==> config.mk <==
export PLATFORM = sky130hd
export DESIGN_NAME = reg_bank_wr8x16
export DESIGN_NICKNAME = d
export VERILOG_FILES = /design/src/rtl/reg_bank_wr8x16_pkg.sv /design/src/rtl/reg_bank_wr8x16_dec.sv /design/src/rtl/reg_bank_wr8x16.sv
export SDC_FILE = /design/constraint.sdc
export NUM_CORES = 1
export LEC_CHECK = 0
export ABC_AREA = 1
export ABC_CLOCK_PERIOD_IN_PS = 1500
export CAP_MARGIN = 20
export CELL_PAD_IN_SITES_DETAIL_PLACEMENT = 1
export CELL_PAD_IN_SITES_GLOBAL_PLACEMENT = 1
export CORE_UTILIZATION = 33
export CTS_CLUSTER_DIAMETER = 40
export DETAILED_ROUTE_END_ITERATION = 8
export PLACE_DENSITY_LB_ADDON = 0.1
export SETUP_SLACK_MARGIN = 0.15
export SLEW_MARGIN = 20
export SYNTH_ARGS = -nofsm -noshare
export SYNTH_HDL_FRONTEND = slang
export SYNTH_SLANG_ARGS = --single-unit
export TNS_END_PERCENT = 20
==> constraint.sdc <==
create_clock -name clk -period 1.5 [get_ports clk]
set_clock_uncertainty 0.05 [all_clocks]
set_input_delay 0.3 -clock clk [delete_from_list [all_inputs] [get_ports clk]]
set_output_delay 0.3 -clock clk [all_outputs]
set_load 0.01 [all_outputs]
==> src/rtl/reg_bank_wr8x16_pkg.sv <==
// Shared definitions for the 8x16 write-side register bank.
//   state_t   : clear sequencer state encoding
//   NREG      : number of registers in the bank
//   SEL_W     : width of a register index
//   DEF_WIDTH : default register data width
package reg_bank_wr8x16_pkg;

  localparam int NREG      = 8;
  localparam int SEL_W     = 3;
  localparam int DEF_WIDTH = 16;

  typedef enum logic [1:0] {
    IDLE  = 2'b00,
    CLEAR = 2'b01,
    FIN   = 2'b10
  } state_t;

endpackage

==> src/rtl/reg_bank_wr8x16_dec.sv <==
// dec3_8_en: 3-to-8 one-hot decoder with a common enable.
//   en     : when low, every output is low
//   sel    : register index to decode
//   onehot : one-hot select, bit sel set when en is high
module dec3_8_en
  import reg_bank_wr8x16_pkg::*;
(
  input  logic             en,
  input  logic [SEL_W-1:0] sel,
  output logic [NREG-1:0]  onehot
);

  always_comb begin
    onehot = '0;
    for (int i = 0; i < NREG; i++) begin
      if (en && (sel == SEL_W'(i))) begin
        onehot[i] = 1'b1;
      end
    end
  end

endmodule

==> src/rtl/reg_bank_wr8x16.sv <==
// reg_bank_wr8x16: eight WIDTH-bit registers written through a 1:8 demux,
// with a sequenced clear (one register per cycle) and write bookkeeping.
//
//   state | meaning
//   ------+------------------------------------------------------------
//   IDLE  | writes accepted; CLR starts the clear sequence
//   CLEAR | R[idx] cleared each cycle; writes dropped (WERR); BUSY high
//   FIN   | one-cycle DONE pulse; writes accepted, CLR ignored
//
// Ports:
//   clk   : rising-edge clock
//   rst_n : asynchronous active-low reset
//   we    : write request
//   wsel  : write target index
//   wdata : write data
//   clr   : start clear sequence (honoured in IDLE only)
//   q     : flat register bus, R[i] = q[WIDTH*i +: WIDTH]
//   wack  : pulse, previous cycle's write was accepted
//   werr  : pulse, previous cycle's write was dropped while busy
//   busy  : clear sequence running
//   done  : pulse, clear sequence finished
//   wrcnt : accepted write count, wraps silently
module reg_bank_wr8x16
  import reg_bank_wr8x16_pkg::*;
#(
  parameter int WIDTH   = DEF_WIDTH,
  parameter bit R0_ZERO = 1'b0
) (
  input  logic                  clk,
  input  logic                  rst_n,
  input  logic                  we,
  input  logic [SEL_W-1:0]      wsel,
  input  logic [WIDTH-1:0]      wdata,
  input  logic                  clr,
  output logic [NREG*WIDTH-1:0] q,
  output logic                  wack,
  output logic                  werr,
  output logic                  busy,
  output logic                  done,
  output logic [15:0]           wrcnt
);

  state_t           state;
  logic [SEL_W-1:0] idx;
  logic             wr_accept;
  logic             in_clear;
  logic [NREG-1:0]  wen;
  logic [NREG-1:0]  clr_hit;

  assign in_clear  = (state == CLEAR);
  assign wr_accept = we && !in_clear;

  dec3_8_en u_wr_dec (
    .en     (wr_accept),
    .sel    (wsel),
    .onehot (wen)
  );

  // Same decoder picks the register being cleared this cycle.
  dec3_8_en u_clr_dec (
    .en     (in_clear),
    .sel    (idx),
    .onehot (clr_hit)
  );

  for (genvar i = 0; i < NREG; i++) begin : g_reg
    logic [WIDTH-1:0] r;

    // A hardwired-zero R0 still takes the write strobe but only ever loads 0,
    // so it stays at its reset value and the accept/count path is unchanged.
    always_ff @(posedge clk or negedge rst_n) begin
      if (!rst_n) begin
        r <= '0;
      end else if (clr_hit[i]) begin
        r <= '0;
      end else if (wen[i]) begin
        r <= (i == 0 && R0_ZERO) ? '0 : wdata;
      end
    end

    assign q[WIDTH*i +: WIDTH] = r;
  end

  always_ff @(posedge clk or negedge rst_n) begin
    if (!rst_n) begin
      state <= IDLE;
      idx   <= '0;
      busy  <= 1'b0;
      done  <= 1'b0;
      wack  <= 1'b0;
      werr  <= 1'b0;
      wrcnt <= '0;
    end else begin
      wack <= wr_accept;
      werr <= we && in_clear;
      done <= 1'b0;
      if (wr_accept) begin
        wrcnt <= wrcnt + 16'd1;
      end

      case (state)
        IDLE: begin
          if (clr) begin
            state <= CLEAR;
            idx   <= '0;
            busy  <= 1'b1;
          end
        end
        CLEAR: begin
          idx <= idx + SEL_W'(1);
          if (idx == SEL_W'(NREG - 1)) begin
            state <= FIN;
            busy  <= 1'b0;
            done  <= 1'b1;
          end
        end
        FIN: begin
          state <= IDLE;
        end
        default: begin
          state <= IDLE;
          busy  <= 1'b0;
        end
      endcase
    end
  end

endmodule

==> results of run 1 <==
-- registers in the layout (all words and copies together) (netlist names) --
signal	flops
busy	1
done	1
g.r	128
idx	3
state	2
wack	1
werr	1
wrcnt	16
-- power by group through the flow --
stage,Clock (W),Sequential (W),Combinational (W)
after floorplan,0,0.00697,0.00195
after global placement,0,0.00652,0.00610
after detailed placement,0,0.00657,0.00628
after CTS,0.00435,0.00647,0.00585
after global routing,0.00450,0.00673,0.00660
final,0.00430,0.00657,0.00606
-- per-stage QoR --
stage                     worst slack [ns]  instances
after CTS                           0.0624       1062
after floorplan                      0.121        608
after global placement              -0.276        999
final                               0.0665       1071
after detailed placement            -0.347        999
after global routing               -0.0217       1071
-- layer usage --
layer,wire length (um),track usage,share of wire,vias to the layer above
met2,11800,0.392,0.52,139
li1,-,-,-,2525
met1,9330,0.288,0.41,2843
met4,342,0.0584,0.015,0
met5,0,0,0,-
met3,1300,0.0619,0.057,21
-- area by class of cell --
type | instances | area [sq um] | share of cell area
Sequential cell | 153 | 3830 | 0.424
Multi-Input combinational cell | 378 | 2400 | 0.266
Timing Repair Buffer | 234 | 1730 | 0.192
Clock buffer | 17 | 425 | 0.0471
Tap cell | 229 | 287 | 0.0317
Inverter | 44 | 180 | 0.0200
Clock inverter | 15 | 159 | 0.0176
Timing Repair inverter | 1 | 11.3 | 0.00125
-- worst max-delay path by stage --
stage          slack (ns)              to            from  cells after the start
2_1_floorplan        0.12  g_reg[3].r[10]          idx[0]                      6
3_3_place_gp        -0.28   g_reg[2].r[7]              we                      7
3_5_place_dp        -0.35  g_reg[6].r[10]         wsel[0]                      7
4_1_cts              0.06          q[107]  g_reg[6].r[11]                      1
5_1_grt             -0.02   g_reg[2].r[4]        state[1]                      7
6_report             0.07   g_reg[7].r[9]        state[1]                      7
-- critical path, stage by stage (launching register included) --
cell,delay (ns)
dfrtp_1,0.40
inv_2,0.07
nand2_4,0.10
nand2_8,0.14
clkinv_8,0.12
nand2_8,0.25
nand3_2,0.12
o21ai_1,0.08
-- cells by family after synthesis --
kind of cell,Yosys count,synth area share
and+or+nand+nor,227,0.178
DFF,153,0.612
AOI/OAI and AO/OA,136,0.115
buffers and inverters,77,0.0700
xor gates and xnor gates,8,0.0112
adders and majority gates,7,0.0140
-- layout by cell type, fill, tap and decap left out, types with 4 or more instances in the layout --
master and n:
buf_12 10, buf_2 52, buf_4 43, buf_6 20, clkbuf_16 20, clkbuf_2 83, clkdlybuf4s50_1 21, clkinv_4 5
dfrtp_1 151, inv_1 38, inv_2 4, inv_8 5, nand2_1 36, nand2_2 4, nand2_8 8, nand3_1 112
nand3_2 30, nand4_1 4, nor2_1 9, nor2_2 9, nor3_1 4, o21ai_0 40, o21ai_1 77, o21ai_2 18
xnor2_1 4, xor2_1 4
-- what timing repair did --
action	CTS	global route
setup endpoints to repair	285	269
endpoints found under the hold margin	24	0
hold buffers	1	0
resized for setup	430	219
pin swaps	1	26
cloned	1	4
setup buffers	29	5
==> out/metrics.yaml, run 1 <==
synth_area_sq_um: 6260
pwr_density_cell_nw_per_um2: 1880
synth_flop_cell: "dfrtp_1"
grt_max_degree: 33
h-tree-depth: 4
cts_root_buf: "clkbuf_16"
async_flop_share: 1.00
path_clk_slew_ns: 0.06
first_iter_violations: 237
drc: 0
syn_nets: 638
dieArea_sq_um: 19500
rsz0062_at_grt: "yes"
hp-class: "in2async"
synth_cell_types: 24
yosysTopAreaCellShare: 0.612
cts.sinks: 153
power.internal_w: 0.0106
routedWlPerCell_um: 21.2
totalWireLength_mm: 22.7
syn_to_final_growth_pct: 44.2
synth-edff-count: 0
ys_ff_latch: 153
postLayoutCoreUtil: 0.494
critPathMaxFanout: 32
finalMaxSlewViolations: 0
cp-start-kind: "flop"
grt_overflow: 0
die_w_um: 140
grt_pass1_wl_mm: 33.8
reg2reg_depth: 7
p_total_w: 0.0169
synth_common_cells: "dfrtp_1 (153), nand3_1 (144), o21ai_1 (70)"
peakVddDrop_uv: 867
core-area_sq_um: 18300
cp.required_ns: 1.80
n_fill_cell: 2048
synth_warnings: 0
reg2reg_from: "state[1]"
synth_top_area_cell: "dfrtp_1"
antenna_found_initial: 0
cts-buffers-inserted: 17
finalHoldViolations: 0
critPathKind: "reg2reg"
clkPwrFrac: 0.254
grt_use_total: 0.230
status: "complete, no violations"
cts_buffer_depth: 2
drtAntennaViolNets: 0
port_buffers: 170
dpl.hpwl_mm: 14.7
fin_hold_ws_ns: 0.286
die_y_um: 140
place_congestion: 0.888
leakage_nw: 4.46
floorplan.initialDensity: 0.343
diodes: 0
first_pass_iters: 4
syn_inst: 608
switching_share: 0.377
maxCapViolations: 0
setup_viol: 0
cts_tree: "done"
r2r_setup_slack_ns: 0.07
finalCritPeriodShare: 0.956
synth_most_common_cell: "dfrtp_1"
min_period_ns: 1.43
clk_latency_ns: 0.43
synth_area_leaders: "dfrtp_1 (61%), nand3_1 (12%), o21ai_1 (5.6%)"
dr_total_vias: 5528
netSwitchingPower_w: 0.00637
setup_tns_ns: 0
grt_pass1_vias: 5816
sequentialPowerShare: 0.388
drive_gt1_frac: 0.400
placed_cell_area_sq_um: 8300
vias_per_cell: 5.16
layout.nets: 859
io_pins: 171
fin_area_sq_um: 9030
crit_arrival_ns: 1.74
syn_avg_cell_area_sq_um: 10.3
slew_headroom: 0.581
max_freq_ghz: 0.698
combinationalPowerShare: 0.358
rows: 49
end_kind: "flop"
rr_endpoint: "g_reg[7].r[9]"
tightest_slew_ns: 0.629
ys_seq_area_frac: 0.612
Power figures use the tool's default switching activity.
==> run 2: changes to the inputs <==
--- a/config.mk
+++ b/config.mk
@@ -10,6 +10,7 @@
 export CAP_MARGIN = 20
 export CELL_PAD_IN_SITES_DETAIL_PLACEMENT = 1
 export CELL_PAD_IN_SITES_GLOBAL_PLACEMENT = 1
+export CORE_MARGIN = 5
 export CORE_UTILIZATION = 33
 export CTS_CLUSTER_DIAMETER = 40
 export DETAILED_ROUTE_END_ITERATION = 8
==> run 2 against run 1 <==
Compared with the run above:
- the run now ends with negative setup slack left
- critical path type unchanged
- total power up 5.8%
- global-route usage decreased by 2.0 points
- clock power up 9.5%
- worst hold slack better by 0.043 ns
- non-clock buffer count is 2 higher
- worst setup slack worse by 0.076 ns
- first-iteration DRC count rose by 39%
- sequential cell count did not move
- via count rose by 0.31%
==> out/metrics.yaml, run 2 (same netlist as run 1, synthesis figures left out) <==
status: "finished, violations left"
violations: "negative setup slack"
tightest_slew_ns: 0.622  # -0.00677 ns
crit_arrival_ns: 1.81  # +0.07 ns
cp-start-kind: "flop"
drtAntennaViolNets: 0  # unchanged
multi_input_area_sq_um: 2420  # +0.78%
diodes: 0  # unchanged
finalHoldViolations: 0  # unchanged
totalWireLength_mm: 24.6  # +8.4%
fin_hold_ws_ns: 0.329  # +0.0427 ns
first_iter_violations: 329  # +39%
dr_total_vias: 5545  # +0.31%
vias_per_cell: 5.14  # -0.34%
rsz0062_at_grt: "yes"
routed.top_layer: "met4"
wl_met1_mm: 9.58  # +2.7%
top_regs: "g.r: 128 flops, wrcnt: 16 flops, idx: 3 flops"
rows: 50  # +2.0%
min_period_ns: 1.51  # +0.0760 ns
place_congestion: 0.861  # -3.0%
setup_viol: 1  # +1
regArea_sq_um: 3830  # about the same
max_freq_ghz: 0.663  # -5.0%
p_total_w: 0.0179  # +5.8%
port_buffers: 170  # unchanged
maxCapViolations: 0  # unchanged
placedCellCount: 1001  # +0.20%
h-tree-depth: 4  # unchanged
syn_to_final_growth_pct: 53.0
dpl.hpwl_mm: 15.2  # +3.8%
grt_max_degree: 40  # +21%
hp-class: "in2async"
grt_pass1_vias: 5876  # +1.0%
grt_pass1_wl_mm: 34.7  # +2.6%
antenna_found_initial: 0  # unchanged
end_kind: "flop"
stdcell_count: 1078  # +0.65%
final_cell_mix: "dfrtp_1 (149), nand3_1 (119), clkdlybuf4s15_1 (88)"
wl_met2_mm: 12.9  # +9.5%
largest_register_ffs: 128  # unchanged
layout_setup_ws_ns: -0.00943  # -0.0760 ns
drive_gt1_frac: 0.291  # -0.109
leakage_nw: 4.52  # +1.3%
grt_use_total: 0.210  # -0.0196
peakVddDrop_uv: 890  # +2.7%
first_pass_iters: 4  # unchanged
cts.sinks: 153  # unchanged
setup_tns_ns: -0.00943  # -0.00943 ns
layout.nets: 861  # +0.23%
core-area_sq_um: 18700  # +2.4%
grt_overflow: 0  # unchanged
cts_buffer_depth: 2  # unchanged
routedWlPerCell_um: 22.8  # +7.7%
cts_tree: "done"
dr_wl_met3_mm: 1.79  # +38%
io_pins: 171  # unchanged
drc: 0  # unchanged
layout_commonest_cell: "dfrtp_1"
clk_latency_ns: 0.43  # about the same
cp.required_ns: 1.80  # about the same
slew_headroom: 0.585  # +0.00452
regMostFlops: "g.r"
finalMaxSlewViolations: 0  # unchanged
cts-buffers-inserted: 17  # unchanged
die_w_um: 148  # +5.7%
n_fill_cell: 2011  # -1.8%
dieArea_sq_um: 21800  # +12%
finalCritPeriodShare: 1.01  # +0.0506
floorplan.initialDensity: 0.335  # -0.00797
pwr_density_cell_nw_per_um2: 1870  # -0.31%
cts_root_buf: "clkbuf_16"
critPathMaxFanout: 6  # -81%
path_clk_slew_ns: 0.07  # about the same
die_y_um: 148  # +5.7%
critPathKind: "reg2reg"
run 2: cell types whose count changed in the layout (fill, tap and decap cells not counted), moves of 4 or more:
cell,delta
buf_6,-12
o21ai_0,-8
nor2_2,-4
clkdlybuf4s15_1,+88
nand3_2,-10
o21ai_1,+6
clkbuf_2,-83
inv_8,-4
nand3_1,+7
run 2: area by class of cell:
type / count / share of cell area
sequential: 153 / 0.400
multi-input combinational: 378 / 0.252
timing repair buffer: 236 / 0.230
clock buffer: 19 / 0.0463
tap: 234 / 0.0306
clock inverter: 13 / 0.0201
inverter: 44 / 0.0192
timing repair inverter: 1 / 0.000915
run 2: repair_timing:
item / 4_1_cts / 5_1_grt
gates resized for setup: 428 / 111
endpoints found under the hold margin: 35 / 0
setup buffers: 27 / 7
endpoints found under the setup margin: 286 / 268
cloned: 2 / 8
hold buffers: 1 / 0
pin swaps: 2 / 10
run 2: worst paths after layout:
path / start / end / slack (ns) / cells after the start
max: state[0] / wrcnt[4] / -0.009 / 6
min: rst_n / g_reg[7].r[12] / 0.33 / 2
max reg2reg: state[0] / wrcnt[4] / -0.009 / 6
min reg2reg: g_reg[6].r[6] / g_reg[6].r[6] / 0.47 / 2
max in group asynchronous: rst_n / g_reg[5].r[4] / 0.49 / 3
min in group clk: g_reg[6].r[6] / g_reg[6].r[6] / 0.47 / 2
run 2: worst max-delay path, cell delays in order (launching register included):
cell and delay [ns]:
dfrtp_1 0.41, nand2_4 0.15, nand2_8 0.13, buf_4 0.19
buf_4 0.14, nor2_1 0.17, xor2_1 0.18
run 2: per-layer routing:
layer  up-vias  track usage
met2       164        0.365
met4         0       0.0494
met5         -            0
met1      2815        0.260
li1       2541            -
met3        25       0.0598
run 2: metrics by stage:
stage | area (sq um) | setup WS [ns] | utilization
2_1_floorplan | 6270 | 0.121 | -
3_3_place_gp | 8300 | -0.279 | 0.444
3_5_place_dp | 8300 | -0.356 | 0.444
4_1_cts | 8980 | 0.0633 | 0.480
5_1_grt | 9580 | -0.0362 | 0.512
6_report | 9580 | -0.00943 | 0.512
run 2: power by group:
| part | leakage, nW | internal, W | switching, W | total, W |
|---|---|---|---|---|
| clock network | 0.310 | 0.00285 | 0.00186 | 0.00471 |
| registers | 2.04 | 0.00552 | 0.00104 | 0.00656 |
| logic | 2.17 | 0.00310 | 0.00353 | 0.00663 |
| total | 4.52 | 0.0115 | 0.00642 | 0.0179 |
